**src/rtl/mips_main_control_fsm_if.sv**
```systemverilog
`default_nettype none
// ---------------------------------------------------------------------------
// mips_main_control_fsm_if : instruction fields in, datapath controls out
// Revision 1.0
// ---------------------------------------------------------------------------
interface mips_main_control_fsm_if #(
   parameter int COUNT_W = 32
);
   logic [5:0]         opcode;
   logic [5:0]         funct;
   logic               IorD;
   logic               MemWrite;
   logic               IRWrite;
   logic               RegDst;
   logic               MemtoReg;
   logic               RegWrite;
   logic               ALUSrcA;
   logic [1:0]         ALUSrcB;
   logic [1:0]         PCSrc;
   logic [1:0]         ALUOp;
   logic               PCWrite;
   logic               Branch;
   logic               BranchNe;
   logic               illegal_op;
   logic [COUNT_W-1:0] instr_count;

   modport master (
      input  opcode, funct,
      output IorD, MemWrite, IRWrite, RegDst, MemtoReg, RegWrite, ALUSrcA,
             ALUSrcB, PCSrc, ALUOp, PCWrite, Branch, BranchNe, illegal_op,
             instr_count
   );

   modport slave (
      output opcode, funct,
      input  IorD, MemWrite, IRWrite, RegDst, MemtoReg, RegWrite, ALUSrcA,
             ALUSrcB, PCSrc, ALUOp, PCWrite, Branch, BranchNe, illegal_op,
             instr_count
   );
endinterface
`default_nettype wire

```
**src/rtl/mips_main_control_fsm.sv**
```systemverilog
`default_nettype none
// ---------------------------------------------------------------------------
// mips_main_control_fsm : multi-cycle MIPS main controller (Moore FSM)
// Revision 1.0
// ---------------------------------------------------------------------------
module mips_main_control_fsm #(
   parameter int COUNT_W = 32
) (
   input  wire logic                   clk,
   input  wire logic                   rst,
   mips_main_control_fsm_if.master     bus
);

   localparam logic [5:0] C_OP_RTYPE = 6'h00;
   localparam logic [5:0] C_OP_J     = 6'h02;
   localparam logic [5:0] C_OP_BEQ   = 6'h04;
   localparam logic [5:0] C_OP_BNE   = 6'h05;
   localparam logic [5:0] C_OP_ADDI  = 6'h08;
   localparam logic [5:0] C_OP_LW    = 6'h23;
   localparam logic [5:0] C_OP_SW    = 6'h2B;
   localparam logic [5:0] C_FN_JR    = 6'h08;

   typedef enum logic [3:0] {
      S_FETCH    = 4'd0,
      S_DECODE   = 4'd1,
      S_MEMADR   = 4'd2,
      S_MEMREAD  = 4'd3,
      S_MEMWB    = 4'd4,
      S_MEMWRITE = 4'd5,
      S_EXECUTE  = 4'd6,
      S_ALUWB    = 4'd7,
      S_BEQEX    = 4'd8,
      S_BNEEX    = 4'd9,
      S_ADDIEX   = 4'd10,
      S_ADDIWB   = 4'd11,
      S_JEX      = 4'd12,
      S_JREX     = 4'd13
   } state_t;

   typedef struct packed {
      logic       iord;
      logic       mem_write;
      logic       ir_write;
      logic       reg_dst;
      logic       memto_reg;
      logic       reg_write;
      logic       alu_src_a;
      logic [1:0] alu_src_b;
      logic [1:0] pc_src;
      logic [1:0] alu_op;
      logic       pc_write;
      logic       branch;
      logic       branch_ne;
   } ctrl_t;

   localparam ctrl_t C_CTRL_FETCH = '{ir_write: 1'b1, pc_write: 1'b1,
                                      alu_src_b: 2'b01, default: '0};

   state_t             state_q, state_d;
   ctrl_t              ctrl_q, ctrl_d;
   logic [COUNT_W-1:0] count_q, count_d;
   logic               illegal_w;

   always_comb begin
      state_d   = S_FETCH;
      illegal_w = 1'b0;
      case (state_q)
         S_FETCH:    state_d = S_DECODE;
         S_DECODE: begin
            case (bus.opcode)
               C_OP_LW, C_OP_SW: state_d = S_MEMADR;
               C_OP_RTYPE:       state_d = (bus.funct == C_FN_JR) ? S_JREX : S_EXECUTE;
               C_OP_BEQ:         state_d = S_BEQEX;
               C_OP_BNE:         state_d = S_BNEEX;
               C_OP_ADDI:        state_d = S_ADDIEX;
               C_OP_J:           state_d = S_JEX;
               default: begin
                  state_d   = S_FETCH;
                  illegal_w = 1'b1;
               end
            endcase
         end
         S_MEMADR:   state_d = (bus.opcode == C_OP_LW) ? S_MEMREAD : S_MEMWRITE;
         S_MEMREAD:  state_d = S_MEMWB;
         S_EXECUTE:  state_d = S_ALUWB;
         S_ADDIEX:   state_d = S_ADDIWB;
         default:    state_d = S_FETCH;
      endcase
   end

   // Outputs are decoded from the next state so the registered copy lines up
   // with the state the FSM is in, keeping Moore timing without output glitches.
   always_comb begin
      ctrl_d = '0;
      case (state_d)
         S_FETCH:    ctrl_d = C_CTRL_FETCH;
         S_DECODE:   ctrl_d.alu_src_b = 2'b11;
         S_MEMADR: begin
            ctrl_d.alu_src_a = 1'b1;
            ctrl_d.alu_src_b = 2'b10;
         end
         S_MEMREAD:  ctrl_d.iord = 1'b1;
         S_MEMWB: begin
            ctrl_d.memto_reg = 1'b1;
            ctrl_d.reg_write = 1'b1;
         end
         S_MEMWRITE: begin
            ctrl_d.iord      = 1'b1;
            ctrl_d.mem_write = 1'b1;
         end
         S_EXECUTE: begin
            ctrl_d.alu_src_a = 1'b1;
            ctrl_d.alu_op    = 2'b10;
         end
         S_ALUWB: begin
            ctrl_d.reg_dst   = 1'b1;
            ctrl_d.reg_write = 1'b1;
         end
         S_BEQEX, S_BNEEX: begin
            ctrl_d.alu_src_a = 1'b1;
            ctrl_d.alu_op    = 2'b01;
            ctrl_d.pc_src    = 2'b01;
            ctrl_d.branch    = (state_d == S_BEQEX);
            ctrl_d.branch_ne = (state_d == S_BNEEX);
         end
         S_ADDIEX: begin
            ctrl_d.alu_src_a = 1'b1;
            ctrl_d.alu_src_b = 2'b10;
         end
         S_ADDIWB:   ctrl_d.reg_write = 1'b1;
         S_JEX: begin
            ctrl_d.pc_src   = 2'b10;
            ctrl_d.pc_write = 1'b1;
         end
         // jr reuses the R-type ALU path: rs + $zero lands on ALUResult
         S_JREX: begin
            ctrl_d.alu_src_a = 1'b1;
            ctrl_d.alu_op    = 2'b10;
            ctrl_d.pc_write  = 1'b1;
         end
         default:    ctrl_d = '0;
      endcase
   end

   always_comb begin
      count_d = count_q;
      case (state_q)
         S_MEMWB, S_MEMWRITE, S_ALUWB, S_BEQEX, S_BNEEX, S_ADDIWB, S_JEX, S_JREX:
            count_d = count_q + 1'b1;
         default: count_d = count_q;
      endcase
   end

   always_ff @(posedge clk) begin
      if (rst) begin
         state_q <= S_FETCH;
         ctrl_q  <= C_CTRL_FETCH;
         count_q <= '0;
      end else begin
         state_q <= state_d;
         ctrl_q  <= ctrl_d;
         count_q <= count_d;
      end
   end

   assign bus.IorD        = ctrl_q.iord;
   assign bus.MemWrite    = ctrl_q.mem_write;
   assign bus.IRWrite     = ctrl_q.ir_write;
   assign bus.RegDst      = ctrl_q.reg_dst;
   assign bus.MemtoReg    = ctrl_q.memto_reg;
   assign bus.RegWrite    = ctrl_q.reg_write;
   assign bus.ALUSrcA     = ctrl_q.alu_src_a;
   assign bus.ALUSrcB     = ctrl_q.alu_src_b;
   assign bus.PCSrc       = ctrl_q.pc_src;
   assign bus.ALUOp       = ctrl_q.alu_op;
   assign bus.PCWrite     = ctrl_q.pc_write;
   assign bus.Branch      = ctrl_q.branch;
   assign bus.BranchNe    = ctrl_q.branch_ne;
   assign bus.illegal_op  = illegal_w;
   assign bus.instr_count = count_q;

endmodule
`default_nettype wire

```
**src/flat_wrapper.sv**
```systemverilog
// flat-port wrapper written by rule: the top's interface ports become plain ports
module mips_main_control_fsm_flat 
#(
   parameter int COUNT_W = 32
)
  (clk, rst, bus_opcode, bus_funct, bus_IorD, bus_MemWrite, bus_IRWrite, bus_RegDst, bus_MemtoReg, bus_RegWrite, bus_ALUSrcA, bus_ALUSrcB, bus_PCSrc, bus_ALUOp, bus_PCWrite, bus_Branch, bus_BranchNe, bus_illegal_op, bus_instr_count);
  mips_main_control_fsm_if #(.COUNT_W(COUNT_W)) bus_i ();
  input  wire logic clk;
  input  wire logic rst;
  input wire logic [$bits(bus_i.opcode)-1:0] bus_opcode;
  input wire logic [$bits(bus_i.funct)-1:0] bus_funct;
  output wire logic [$bits(bus_i.IorD)-1:0] bus_IorD;
  output wire logic [$bits(bus_i.MemWrite)-1:0] bus_MemWrite;
  output wire logic [$bits(bus_i.IRWrite)-1:0] bus_IRWrite;
  output wire logic [$bits(bus_i.RegDst)-1:0] bus_RegDst;
  output wire logic [$bits(bus_i.MemtoReg)-1:0] bus_MemtoReg;
  output wire logic [$bits(bus_i.RegWrite)-1:0] bus_RegWrite;
  output wire logic [$bits(bus_i.ALUSrcA)-1:0] bus_ALUSrcA;
  output wire logic [$bits(bus_i.ALUSrcB)-1:0] bus_ALUSrcB;
  output wire logic [$bits(bus_i.PCSrc)-1:0] bus_PCSrc;
  output wire logic [$bits(bus_i.ALUOp)-1:0] bus_ALUOp;
  output wire logic [$bits(bus_i.PCWrite)-1:0] bus_PCWrite;
  output wire logic [$bits(bus_i.Branch)-1:0] bus_Branch;
  output wire logic [$bits(bus_i.BranchNe)-1:0] bus_BranchNe;
  output wire logic [$bits(bus_i.illegal_op)-1:0] bus_illegal_op;
  output wire logic [$bits(bus_i.instr_count)-1:0] bus_instr_count;
  assign bus_i.opcode = bus_opcode;
  assign bus_i.funct = bus_funct;
  assign bus_IorD = bus_i.IorD;
  assign bus_MemWrite = bus_i.MemWrite;
  assign bus_IRWrite = bus_i.IRWrite;
  assign bus_RegDst = bus_i.RegDst;
  assign bus_MemtoReg = bus_i.MemtoReg;
  assign bus_RegWrite = bus_i.RegWrite;
  assign bus_ALUSrcA = bus_i.ALUSrcA;
  assign bus_ALUSrcB = bus_i.ALUSrcB;
  assign bus_PCSrc = bus_i.PCSrc;
  assign bus_ALUOp = bus_i.ALUOp;
  assign bus_PCWrite = bus_i.PCWrite;
  assign bus_Branch = bus_i.Branch;
  assign bus_BranchNe = bus_i.BranchNe;
  assign bus_illegal_op = bus_i.illegal_op;
  assign bus_instr_count = bus_i.instr_count;
  mips_main_control_fsm #(.COUNT_W(COUNT_W)) u_core (.clk(clk), .rst(rst), .bus(bus_i));
endmodule
```
**config.mk**
```make
export PLATFORM = sky130hd
export DESIGN_NAME = mips_main_control_fsm_flat
export DESIGN_NICKNAME = d
export VERILOG_FILES = /design/src/rtl/mips_main_control_fsm_if.sv /design/src/rtl/mips_main_control_fsm.sv /design/src/flat_wrapper.sv
export SDC_FILE = /design/constraint.sdc
export NUM_CORES = 1
export LEC_CHECK = 0
export ABC_CLOCK_PERIOD_IN_PS = 3400
export CORE_UTILIZATION = 40
export DETAILED_ROUTE_END_ITERATION = 8
export PLACE_DENSITY = 0.67
export SYNTH_ARGS = -nofsm -noshare
export SYNTH_HDL_FRONTEND = slang
export SYNTH_SLANG_ARGS = --single-unit
```
**constraint.sdc**
```tcl
create_clock -name clk -period 3.4 [get_ports clk]
set_input_delay 0.34 -clock clk [delete_from_list [all_inputs] [get_ports clk]]
set_output_delay 0.34 -clock clk [all_outputs]
set_load 0.02 [all_outputs]
```
==> out/metrics.cfg, run 1 <==
[sta]
final_max_slew_viol_count=0
tightestPinTransition_ps=685.4
tns_ps=0
slew-limit-headroom_pct=53.66
hold_violations=0
fin_crit_sh_pct=77.82
fin_ws_ps=754.1
setup_viol=0
max_freq_ghz=0.3779
rsz0062_at_grt=false
whs_ps=503.8
period_needed_ps=2646
clock_skew_ps=10.19

[setup_path]
cp_max_fo=11
r2r_cells=6
r2r_end=u_core.bus.instr_count[31]$_SDFFE_PP0P_
crit_type=input pin to output port
reg2reg_slack_ps=1090
cp-end-kind=output port
critPathLaunchType=input pin
r2r-start=u_core.bus.instr_count[12]$_SDFFE_PP0P_
critPathArrivalTime_ps=2310
cp.required_ps=3060

[floorplan]
die_h_um=80.94
io_pins=63
core_area_um2=5956
die_x_um=80.94
die_area_um2=6550
start_util_pct=41.85
placementRows=28

[worst_hold_path]
whs_path_depth=2
worstHoldStart=u_core.bus.instr_count[31]$_SDFFE_PP0P_
min_path_type=flop to flop
min_to=u_core.bus.instr_count[31]$_SDFFE_PP0P_

[final_layout]
fin_util_pct=55.50
area_delta_synth_final_pct=32.63
layout.cells.non_filler=420
multi_input_area_um2=1361
nFillCells=576
n_antenna_cell=0
seqCellArea_um2=1041
fin_nets=360
drive_above_1_share_pct=7.536

[global_routing]
antenna_found_initial=0
grt_pass1_vias=2049
grt_max_degree=44
grt_overflow_total=0
grt_pass1_wl_mm=9.239
grt_use_total_pct=18.08

[logic_synthesis]
synth.distinct_cells=54
synth-simple-area-share_pct=29.52
ys_seq_elements=52
synth.area.mux_share_pct=0.8534
synth_top_family_by_area=simple AND/OR/NAND/NOR gates
synthArstFlopShare_pct=0
synth_warnings=0
syn_inst=287
syn-cell-area_um2=2492
synth_nets=302
synthAdderAreaFrac_pct=0.5020
synth_flop_cell=dfxtp_1
postSynthAreaPerCell_um2=8.684
synth_compound_area_share_pct=14.96
ys_seq_area_share_pct=41.77
synth_edf_count=0
synthXorXnorAreaFrac_pct=8.785

[placed_design]
dpl.hpwl_mm=3.995
placedCellCount=413
place_ws_ps=766.8
gp_congestion=0.7761
port_buffers=62

[route]
drt_first_pass_iters=4
initialDrtViolationCount=97
ant_nets=0
num_vias=2227
drc_errors=0
routedWlPerCell_um=13.32
wl_mm=5.594
vias_per_cell=5.302

[power_and_ir_drop]
p_sw_uw=237.1
power_density_nw_per_um2=355.5
p_leak_uw=0.001068
internal-power_uw=938.1
irDropWorstVdd_v=0.0003333
seqPwrFrac_pct=52.4
swShare_pct=20.17
p_comb_share_pct=6.6
clkPwrFrac_pct=41.0

[clocking]
cts.sinks=52
cts_max_level=2
cts_tree=done
post_cts_buffers=0
hold_buffers=0
clockBufferDepth=2
worstSkewPairLatency_ps=310
cts_root_buf=clkbuf_8
path_clk_slew_ps=90
cts.repair.resized=0
numCtsBuffers=5

[run]
drv_cap=0

[run_status]
status=complete, no violations

critical path, stage by stage:
cell and delay [ps]:
clkdlybuf4s50_1 640, or4b_1 540, a31oi_1 200, nor2_1 50
clkdlybuf4s50_1 530
cell usage after synthesis, types with 3 or more instances:
cell type | number | area (um2)
nand4_1 | 11 | 68.82
and4_1 | 5 | 43.79
nor3_1 | 11 | 55.05
and2_1 | 3 | 18.77
nand3_1 | 13 | 65.06
xnor2_1 | 15 | 131.4
a31oi_1 | 4 | 25.02
nand2_1 | 14 | 52.55
or3_1 | 6 | 37.54
inv_1 | 8 | 30.03
o31ai_1 | 5 | 37.54
nor2_1 | 35 | 131.4
dfxtp_1 | 52 | 1041
xor2_1 | 10 | 87.58
clkbuf_1 | 14 | 52.55
o21ai_0 | 8 | 40.04
or4_1 | 4 | 30.03
or2_2 | 3 | 18.77
nand2b_1 | 3 | 18.77
nor4_1 | 12 | 75.07
a21oi_1 | 11 | 55.05
cell families after synthesis:
group | after synthesis
AOI/OAI and AO/OA | 49
xor gates and xnor gates | 25
adders and majority gates | 1
buffers and inverters | 24
DFF | 52
muxes | 2
and+or+nand+nor | 134
stage by stage:
stage / power (uW) / cell area, um2
finish: 1175 / 3306
global route: 1220 / 3306
CTS: 1190 / 3306
detailed placement: 707.3 / 3177
global placement: 706.7 / 3177
floorplan: 674.7 / 2492
worst max path at each step:
| stage | cells past startpoint | to | start | slack, ps |
|---|---|---|---|---|
| finish | 5 | bus_illegal_op | bus_opcode[2] | 750 |
| global route | 5 | bus_illegal_op | bus_opcode[2] | 700 |
| CTS | 5 | bus_illegal_op | bus_opcode[2] | 760 |
| detailed placement | 5 | bus_illegal_op | bus_opcode[2] | 770 |
| global placement | 5 | bus_illegal_op | bus_opcode[2] | 770 |
| floorplan | 5 | u_core.bus.instr_count[31]$_SDFFE_PP0P_ | u_core.bus.instr_count[12]$_SDFFE_PP0P_ | 1250 |
placed cells by master, fill, tap and decap left out, drive strengths merged, types with 3 or more instances in the layout:
| cell type | count |
|---|---|
| a211oi | 4 |
| a21oi | 11 |
| a31oi | 4 |
| and2 | 3 |
| and4 | 5 |
| buf | 3 |
| clkbuf | 5 |
| clkdlybuf4s50 | 62 |
| dfxtp | 52 |
| inv | 9 |
| nand2 | 14 |
| nand2b | 3 |
| nand3 | 14 |
| nand4 | 11 |
| nor2 | 35 |
| nor3 | 11 |
| nor4 | 12 |
| o21ai | 11 |
| o31ai | 5 |
| or2 | 3 |
| or3 | 6 |
| or4 | 5 |
| or4b | 3 |
| xnor2 | 15 |
| xor2 | 10 |
layer usage:
layer  track usage (%)  up-vias  wire length (um)
met2             29.50       56              2602
met3             3.820        4               261
met5                 0        -                 0
met4             6.964        0                57
li1                  -     1151                 -
met1             23.24     1016              2672
flip-flops by register name (all words and copies together), names as in the netlist, 2 cells and up:
name,flops
u_core.bus.instr_count,32
u_core.state_q,4
u_core.bus.ALUOp,2
u_core.bus.ALUSrcB,2
u_core.bus.PCSrc,2
power groups by stage:
stage / clock network, uW / registers (uW) / logic (uW)
2_1_floorplan: 0 / 634 / 40.8
3_5_place_dp: 0 / 630 / 77.0
3_3_place_gp: 0 / 630 / 76.5
5_1_grt: 519 / 617 / 83.9
4_1_cts: 497 / 616 / 77.5
6_report: 482 / 616 / 77.0
layout make-up:
cell class | count | area share, %
Multi-Input combinational cell | 211 | 41.18
Sequential cell | 52 | 31.49
Timing Repair Buffer | 65 | 19.45
Tap cell | 75 | 2.839
Clock buffer | 5 | 2.082
Clock inverter | 2 | 1.817
Inverter | 10 | 1.136
(Power assumes the default switching activity.)
==> run 2: changes to the inputs <==
--- a/config.mk
+++ b/config.mk
@@ -5,10 +5,10 @@
 export SDC_FILE = /design/constraint.sdc
 export NUM_CORES = 1
 export LEC_CHECK = 0
-export ABC_CLOCK_PERIOD_IN_PS = 3400
+export ABC_CLOCK_PERIOD_IN_PS = 2360
 export CORE_UTILIZATION = 40
 export DETAILED_ROUTE_END_ITERATION = 8
-export PLACE_DENSITY = 0.67
+export PLACE_DENSITY = 0.7
 export SYNTH_ARGS = -nofsm -noshare
 export SYNTH_HDL_FRONTEND = slang
 export SYNTH_SLANG_ARGS = --single-unit
==> constraint.sdc (replaced) <==
create_clock -name clk -period 2.36 [get_ports clk]
set_input_delay 0.236 -clock clk [delete_from_list [all_inputs] [get_ports clk]]
set_output_delay 0.236 -clock clk [all_outputs]
set_load 0.02 [all_outputs]
==> run 2 against run 1 <==
Net effect: design area increased by 3.9%; critical endpoint is now u_core.bus.instr_count[28]$_SDFFE_PP0P_; non-clock buffer count increased by 22; critical path depth unchanged; sequential power increased by 44%; combinational power increased by 61%.
==> out/metrics.cfg, run 2 (synthesized netlist as in run 1, its figures left out) <==
[sta]
rsz0062_at_grt=false  ; unchanged
final_max_slew_viol_count=0  ; unchanged
setup_viol=0  ; unchanged
max_freq_ghz=0.4621
tightestPinTransition_ps=480.8  ; was 685.4 ps
period_needed_ps=2164
hold_violations=0  ; unchanged
tns_ps=0  ; unchanged
clock_skew_ps=9.591  ; was 10.19 ps
slew-limit-headroom_pct=67.83  ; was 53.66%
fin_crit_sh_pct=91.70

[setup_path]
cp-startpoint=u_core.state_q[0]$_SDFF_PP0_  ; was bus_opcode[2]
critPathLaunchType=flop  ; was input pin
cp-end-kind=flop  ; was output port
setup.worst_path.end=u_core.bus.instr_count[28]$_SDFFE_PP0P_  ; was bus_illegal_op
reg2reg_slack_ps=200  ; was 1090 ps
r2r-start=u_core.state_q[0]$_SDFF_PP0_  ; was u_core.bus.instr_count[12]$_SDFFE_PP0P_
crit_type=flop to flop  ; was input pin to output port
r2r_cells=5  ; was 6
critPathArrivalTime_ps=2420  ; was 2310 ps
cp_max_fo=9  ; was 11
r2r_end=u_core.bus.instr_count[28]$_SDFFE_PP0P_  ; was u_core.bus.instr_count[31]$_SDFFE_PP0P_
cp.required_ps=2620  ; was 3060 ps

[global_routing]
grtUsageMet1_pct=25.19  ; was 23.24%
antenna_found_initial=0  ; unchanged
use_met2_pct=31.18  ; was 29.50%
grt_max_degree=43  ; was 44
gr-usage-met3_pct=4.607  ; was 3.820%
grt_overflow_total=0  ; unchanged
grt_pass1_vias=2147  ; was 2,049
grt_use_total_pct=19.17  ; was 18.08%
top_usage_layer=met2  ; unchanged
grt_pass1_wl_mm=9.873  ; was 9.239 mm

[power_and_ir_drop]
power_density_nw_per_um2=450.0  ; was 355.5 nW/um2
p_leak_uw=0.001161  ; was 0.001068 uW
clkPwrFrac_pct=34.5  ; was 41.0%
swShare_pct=24.89  ; was 20.17%
p_sw_uw=384.7  ; was 237.1 uW
p_comb_share_pct=8.0  ; was 6.6%
irDropWorstVdd_v=0.0002997  ; was 0.0003333 V
seqPwrFrac_pct=57.4  ; was 52.4%
finalPower_uw=1546  ; was 1175 uW
internal-power_uw=1161  ; was 938.1 uW

[clocking]
cts_max_level=2  ; unchanged
worstSkewPairLatency_ps=320  ; was 310 ps
cts_tree=done  ; unchanged
clockBufferDepth=2  ; unchanged
numCtsBuffers=5  ; unchanged
post_cts_buffers=0  ; unchanged
hold_buffers=0  ; unchanged
cts.sinks=52  ; unchanged
cts_root_buf=clkbuf_8  ; unchanged
path_clk_slew_ps=100  ; was 90 ps

[placed_design]
dpl.hpwl_mm=4.261  ; was 3.995 mm
gp_congestion=0.8254  ; was 0.7761
dpl_cell_area_um2=3342  ; was 3177 um2
placedCellCount=435  ; was 413
port_buffers=62  ; unchanged

[route]
ant_nets=0  ; unchanged
initialDrtViolationCount=171  ; was 97
wl_mm=5.911  ; was 5.594 mm
drt_first_pass_iters=4  ; unchanged
drc_errors=0  ; unchanged
num_vias=2388  ; was 2,227
vias_per_cell=5.391  ; was 5.302
routedWlPerCell_um=13.34  ; was 13.32 um

[final_layout]
final_common_cell=clkdlybuf4s50_1  ; unchanged
final_cell_mix=clkdlybuf4s50_1 (61), dfxtp_1 (52), nor2_1 (35)  ; was clkdlybuf4s50_1 (62), dfxtp_1 (52), nor2_1 (35)
layout.cells.non_filler=443  ; was 420
final_area_um2=3435  ; was 3306 um2
n_antenna_cell=0  ; unchanged
area_delta_synth_final_pct=37.80  ; was 32.63%
largest_reg_flops=32  ; unchanged
fin_util_pct=57.67  ; was 55.50%
drive_above_1_share_pct=13.32  ; was 7.536%
fin_nets=382  ; was 360

[floorplan]
placementRows=28  ; unchanged
die_x_um=80.94  ; unchanged
io_pins=63  ; unchanged
start_util_pct=41.85  ; unchanged
core_area_um2=5956  ; unchanged
die_h_um=80.94  ; unchanged
die_area_um2=6550  ; unchanged

[worst_hold_path]
min_path_type=flop to flop  ; unchanged

[run_status]
status=complete, no violations  ; unchanged

[run]
drv_cap=0  ; unchanged

run 2: cell count changes in the layout (fill, tap and decap cells not counted), sizes merged:
cell,previous run,this run
buf,3,25
clkdlybuf4s50,62,61
clkinvlp,0,1
inv,9,11
bufinv,2,0
dlygate4sd2,0,1
run 2: power groups by stage:
stage	Sequential, uW	Combinational (uW)	Clock (uW)
floorplan	913	58.8	0
global placement	908	124	0
detailed placement	908	125	0
CTS	888	125	546
global route	889	136	591
finish	888	124	534
run 2: per-layer routing:
layer	part of all wire (%)	up-vias
li1	-	1201
met1	46	1112
met2	47	68
met3	5.4	7
met4	1.0	0
met5	0	-
run 2: through the flow:
| stage | worst slack, ps | hold slack [ps] |
|---|---|---|
| finish | 196.0 | 501.7 |
| global route | 62.50 | 514.4 |
| CTS | 194.5 | 507.4 |
| detailed placement | -43.01 | 490.8 |
| global placement | 14.70 | 479.4 |
| floorplan | 213.1 | 445.3 |
run 2: layout make-up:
| cell class | count | area (um2) |
|---|---|---|
| clock buffers | 5 | 68.82 |
| clock inverters | 3 | 25.02 |
| fillers | 563 | 2521 |
| inverters | 10 | 37.54 |
| multi-input cells | 211 | 1361 |
| flip-flops and latches | 52 | 1041 |
| well taps | 75 | 93.84 |
| repair buffers | 87 | 807.0 |
run 2: critical path, stage by stage (launching register included):
cell	delay (ps)
dfxtp_1	490
a21bo_4	290
a211o_4	380
or3_1	390
or4_1	410
a21oi_1	140
run 2: worst min-delay path by stage:
stage | startpoint | to | slack (ps) | cells past startpoint
global route | u_core.bus.instr_count[31]$_SDFFE_PP0P_ | u_core.bus.instr_count[31]$_SDFFE_PP0P_ | 510 | 2
detailed placement | u_core.bus.instr_count[28]$_SDFFE_PP0P_ | u_core.bus.instr_count[28]$_SDFFE_PP0P_ | 490 | 2
global placement | u_core.bus.instr_count[31]$_SDFFE_PP0P_ | u_core.bus.instr_count[31]$_SDFFE_PP0P_ | 480 | 2
CTS | u_core.bus.instr_count[31]$_SDFFE_PP0P_ | u_core.bus.instr_count[31]$_SDFFE_PP0P_ | 510 | 2
floorplan | bus_opcode[4] | u_core.bus.ALUSrcA$_SDFF_PP0_ | 450 | 3
finish | u_core.bus.instr_count[31]$_SDFFE_PP0P_ | u_core.bus.instr_count[31]$_SDFFE_PP0P_ | 500 | 2
run 2: repair_timing:
item / CTS / global route
setup endpoints to repair: 1 / 0
endpoints found under the hold margin: 0 / 0
resized for setup: 1 / 0
==> edit 1, RTL diff (flow settings as in run 1) <==
`COUNT_W` is set to 32 in 3 places; all go to 64.
--- a/src/rtl/mips_main_control_fsm_if.sv
+++ b/src/rtl/mips_main_control_fsm_if.sv
@@ -6,3 +6,3 @@
 interface mips_main_control_fsm_if #(
-   parameter int COUNT_W = 32
+   parameter int COUNT_W = 64
 );
--- a/src/rtl/mips_main_control_fsm.sv
+++ b/src/rtl/mips_main_control_fsm.sv
@@ -6,3 +6,3 @@
 module mips_main_control_fsm #(
-   parameter int COUNT_W = 32
+   parameter int COUNT_W = 64
 ) (
--- a/src/flat_wrapper.sv
+++ b/src/flat_wrapper.sv
@@ -3,3 +3,3 @@
 #(
-   parameter int COUNT_W = 32
+   parameter int COUNT_W = 64
 )
Interface: changed (resized bus_instr_count); port bits go from 63 to 95. No check against the original RTL was run, so the function may have changed too.
==> edit 1 against run 1 <==
- non-clock buffer count up 32
- sequential cell count up 31
- maximum frequency up 3.7%
- worst setup slack better by 95 ps
- die area up 54%
- synthesized cell count up 57%
- utilization down 0.39 points
- critical endpoint is now u_core.bus.instr_count[60]$_SDFFE_PP0P_
- cell area up 56%
- clock power up 61%
- synthesized area up 56%
- wire length up 61%
- power up 56%
==> edit 1: results (changes against run 1) <==
[cts]
htreeDepth = 3  ; was 2
cts_buffer_depth = 2  ; unchanged
postCtsSetupBuffers = 0  ; unchanged
cts_hold_buf = 0  ; unchanged
cts.repair.resized = 0  ; unchanged
cts_buffers = 9  ; was 5
insertion_delay_ps = 350  ; was 310 ps

[setup_path]
worst_r2r_endpoint = u_core.bus.instr_count[60]$_SDFFE_PP0P_  ; was u_core.bus.instr_count[31]$_SDFFE_PP0P_
slowest_stage = or4_1  ; was clkdlybuf4s50_1
cp.arrival_ps = 2830  ; was 2310 ps
cp_max_fo = 12  ; was 11
rrSetupSlack_ps = 850  ; was 1090 ps
r2r_cells = 6  ; unchanged
startpoint = u_core.bus.instr_count[5]$_SDFFE_PP0P_  ; was bus_opcode[2]
critPathTopFamily = simple AND/OR/NAND/NOR gates  ; was buffers and inverters
max_stage_delay_ps = 530  ; was 640 ps

[pwr]
peakVddDrop_v = 0.000228  ; was 0.000333 V
leakagePower_nw = 1.77  ; was 1.07 nW

[worst_hold_path]
whs_path_depth = 2  ; unchanged
hold_path_class = input pin to flop  ; was flop to flop
min_to = u_core.bus.instr_count[58]$_SDFFE_PP0P_  ; was u_core.bus.instr_count[31]$_SDFFE_PP0P_
hp-start = rst  ; was u_core.bus.instr_count[31]$_SDFFE_PP0P_

[timing]
fin_worst_skew_ps = 12.6  ; was 10.2 ps
maxSlewHeadroom_pct = 54.1  ; was 53.7%
slew_violations = 0  ; unchanged

[global_route]
grt_start_max_net_pins = 65  ; was 44
antenna_found_initial = 0  ; unchanged
grt_pass1_vias = 3168  ; was 2049
grt_pass1_wl_mm = 14.8  ; was 9.24 mm
grt_use_total_pct = 18.3  ; was 18.1%

[logic_synthesis]
synth_warnings = 0  ; unchanged
synth_cell_types = 57  ; was 54
synth_area_leaders = dfxtp_1 (43%), nor2_1 (6.6%), xor2_1 (6.1%), xnor2_1 (5.0%), nand2_1 (3.1%)  ; was dfxtp_1 (42%), nor2_1 (5.3%), xnor2_1 (5.3%), xor2_1 (3.5%), nor4_1 (3.0%)
syn-num-nets = 465  ; was 302
synthTopCellsByCount = dfxtp_1 (83), nor2_1 (68), nand2_1 (32)  ; was dfxtp_1 (52), nor2_1 (35), xnor2_1 (15)
async_reset_ff_share_pct = 0  ; unchanged
synth_top_area_share_pct = 42.7  ; was 41.8%
seq_area_frac_synth_pct = 42.7  ; was 41.8%

[routing]
avgRoutedWirePerCell_um = 13.4  ; was 13.3 um
first_iter_violations = 102  ; was 97
vias = 3533  ; was 2227
postRouteAntennaNets = 0  ; unchanged

[cells_and_area]
fillers = 902  ; was 576
antennaDiodeCount = 0  ; unchanged
largest_reg_flops = 64  ; was 32
nets = 555  ; was 360
final_layout_size_suffix_gt1_share_pct = 5.87  ; was 7.54%

[placement]
gp_congestion = 0.806  ; was 0.776
port_buffers = 94  ; was 62
hpwlAfterDp_mm = 6.51  ; was 4.00 mm

[outcome]
status = completed  ; unchanged

==> edit 1: changes by cell type in the layout (fill, tap and decap cells not counted), moves of 7 or more <==
cell,change
nand2_1,+18
and3_1,+11
nor2_1,+33
dfxtp_1,+31
xor2_1,+17
a21oi_1,+12
nand3_1,+10
xnor2_1,+7
and4_1,+7
clkdlybuf4s50_1,+31
==> edit 1: how the worst max path moves through the flow <==
| stage | cells after the start | slack (ps) | end |
|---|---|---|---|
| after floorplan | 7 | 1080 | u_core.bus.instr_count[58]$_SDFFE_PP0P_ |
| after global placement | 7 | 700 | u_core.bus.Branch$_SDFF_PP0_ |
| after detailed placement | 7 | 660 | u_core.bus.Branch$_SDFF_PP0_ |
| after CTS | 6 | 820 | u_core.bus.instr_count[62]$_SDFFE_PP0P_ |
| after global routing | 6 | 610 | u_core.bus.instr_count[62]$_SDFFE_PP0P_ |
| final | 6 | 850 | u_core.bus.instr_count[60]$_SDFFE_PP0P_ |
==> edit 1: final cells by class <==
class,instances,area [um^2],share of cell area [%]
clock buffer,9,124,2.41
multi-input combinational,339,2110,41.0
inverter,10,37.5,0.730
tap,129,161,3.14
sequential,83,1660,32.3
clock inverter,7,92.6,1.80
timing repair buffer,97,958,18.6
==> edit 1: power breakdown <==
| part | switching [mW] | internal [mW] |
|---|---|---|
| combinational | 0.0442 | 0.0337 |
| sequential | 0.00322 | 0.976 |
| clock | 0.361 | 0.413 |
| total | 0.409 | 1.42 |
==> edit 1: metrics by stage <==
stage,setup slack [ps],hold WS [ps],std cells,util [%],instance area (um^2)
finish,849,275,674,55.1,5140
global route,606,273,674,55.1,5140
CTS,821,268,674,55.1,5140
detailed placement,660,502,658,52.8,4920
global placement,705,484,658,52.8,4920
floorplan,1080,516,450,-,3890
==> edit 1: cell families after synthesis <==
family | share of synthesized area [%]
muxes | 0.515
xor gates and xnor gates | 11.0
and+or+nand+nor | 31.9
DFF | 42.7
AOI/OAI and AO/OA | 10.1
buffers and inverters | 3.12
adders and majority gates | 0.579
==> edit 1: per-layer routing <==
layer | vias to the layer above | routed length [um] | track usage (%)
met5 | - | 0 | 0
met4 | 0 | 114 | 6.47
met3 | 9 | 359 | 3.68
met2 | 83 | 4220 | 30.0
met1 | 1656 | 4330 | 23.9
li1 | 1785 | - | -
==> edit 2, RTL diff (settings of run 1) <==
Without the edit above. Make the reset (`rst`) asynchronous in one clocked block.
--- a/src/rtl/mips_main_control_fsm.sv
+++ b/src/rtl/mips_main_control_fsm.sv
@@ -153,3 +153,3 @@
 
-   always_ff @(posedge clk) begin
+   always_ff @(posedge clk or posedge rst) begin
       if (rst) begin
Check against the original RTL: differs if rst is asserted again (counterexample within 4 cycles, from zero or initial values and one cycle with rst high); with rst held inactive, the same outputs for 10 cycles.
==> edit 2 against run 1 <==
- wire length decreased by 12%
- sequential cell count down 1
- cell count is 12% lower
- synthesized area down 0.35%
- count of clock-buffer cells in the layout grew 2
- critical endpoint unchanged
- worst setup slack better by 140 ps
- cell area is 2.0% lower
- hold slack got worse by 36 ps
Power is not compared: it rests on default switching activity, and its combinational part moved more than twofold at a synthesized area within 25%.
==> edit 2: results (changes against run 1) <==
[cells_and_area]
multi_input_area_share_pct = 34.0  ; was 41.2%
finalNonFillerCells = 368  ; was 420
fillers = 523  ; was 576
multiInputCombCellCount = 159  ; was 211
clkCellAreaFrac_pct = 2.94  ; was 3.90%
buffers_excl_clock = 62  ; was 65
multiInputGateArea_mm2 = 0.00110  ; was 0.00136 mm^2
final_layout_size_suffix_gt1_share_pct = 9.56  ; was 7.54%
bufAreaShareNonClock_pct = 19.2  ; was 19.5%

[setup_path]
r2r_cells = 5  ; was 6
cp_max_fo = 9  ; was 11
cp.arrival_ps = 2170  ; was 2310 ps
r2r-start = u_core.state_q[3]$_DFF_PP0_  ; was u_core.bus.instr_count[12]$_SDFFE_PP0P_

[timing]
fin_worst_skew_ps = 14.7  ; was 10.2 ps

[global_route]
grt_util_met3_pct = 3.37  ; was 3.82%
grt_pass1_wl_mm = 8.27  ; was 9.24 mm
grt_use_total_pct = 16.5  ; was 18.1%
grt_pass1_vias = 1780  ; was 2049
grt_util_met1_pct = 21.8  ; was 23.2%
use_met2_pct = 27.0  ; was 29.5%

[outcome]
status = completed  ; unchanged

[routing]
via_per_inst = 5.14  ; was 5.30
first_iter_violations = 47  ; was 97
wl_met2_mm = 2.37  ; was 2.60 mm
wl_mm = 4.95  ; was 5.59 mm
wl_met3_um = 155  ; was 261 um

[logic_synthesis]
synth_area_leaders = dfrtp_1 (48%), xnor2_1 (6.0%), xor2_1 (5.3%), dfstp_2 (3.2%), nor2_1 (3.0%)  ; was dfxtp_1 (42%), nor2_1 (5.3%), xnor2_1 (5.3%), xor2_1 (3.5%), nor4_1 (3.0%)
synthTopCellsByCount = dfrtp_1 (48), nor2_1 (20), xnor2_1 (17)  ; was dfxtp_1 (52), nor2_1 (35), xnor2_1 (15)
synth_cell_types = 58  ; was 54
synth_xor_xnor_area_share_pct = 11.3  ; was 8.79%
synth-adder-area-share_pct = 0.504  ; was 0.502%
synth_compound_area_share_pct = 9.52  ; was 15.0%
syn-num-nets = 246  ; was 302
synth_mux_area_share_pct = 1.31  ; was 0.853%
seq_area_frac_synth_pct = 51.5  ; was 41.8%

[die]
die_w_um = 80.8  ; was 80.9 um

[placement]
gp_congestion = 0.869  ; was 0.776
placed_cell_area_mm2 = 0.00314  ; was 0.00318 mm^2
dp_cells = 360  ; was 413

[cts]
clock_sinks = 51  ; was 52

[worst_hold_path]
whs_path_depth = 1  ; was 2

## edit 2: kinds of logic after synthesis
kind of cell,Yosys count
AOI/OAI and AO/OA,29
xor gates and xnor gates,32
adders and majority gates,1
buffers and inverters,21
DFF,51
muxes,3
and+or+nand+nor,94
## edit 2: worst paths after layout
path / end / slack (ps)
hold / removal: u_core.bus.instr_count[31]$_DFFE_PP0P_ / 470
max in group asynchronous: u_core.bus.PCSrc[1]$_DFF_PP0_ / 2160
setup reg to reg: u_core.bus.instr_count[23]$_DFFE_PP0P_ / 1060
hold reg to reg: u_core.bus.instr_count[31]$_DFFE_PP0P_ / 470
min in group asynchronous: u_core.bus.instr_count[23]$_DFFE_PP0P_ / 600
setup / recovery: bus_illegal_op / 890
## edit 2: power breakdown
part | internal (mW) | switching, mW | total, mW
clock network | 0.167 | 0.189 | 0.356
registers | 0.665 | 0.0573 | 0.722
logic | 0.171 | 0.179 | 0.350
total | 1.00 | 0.425 | 1.43
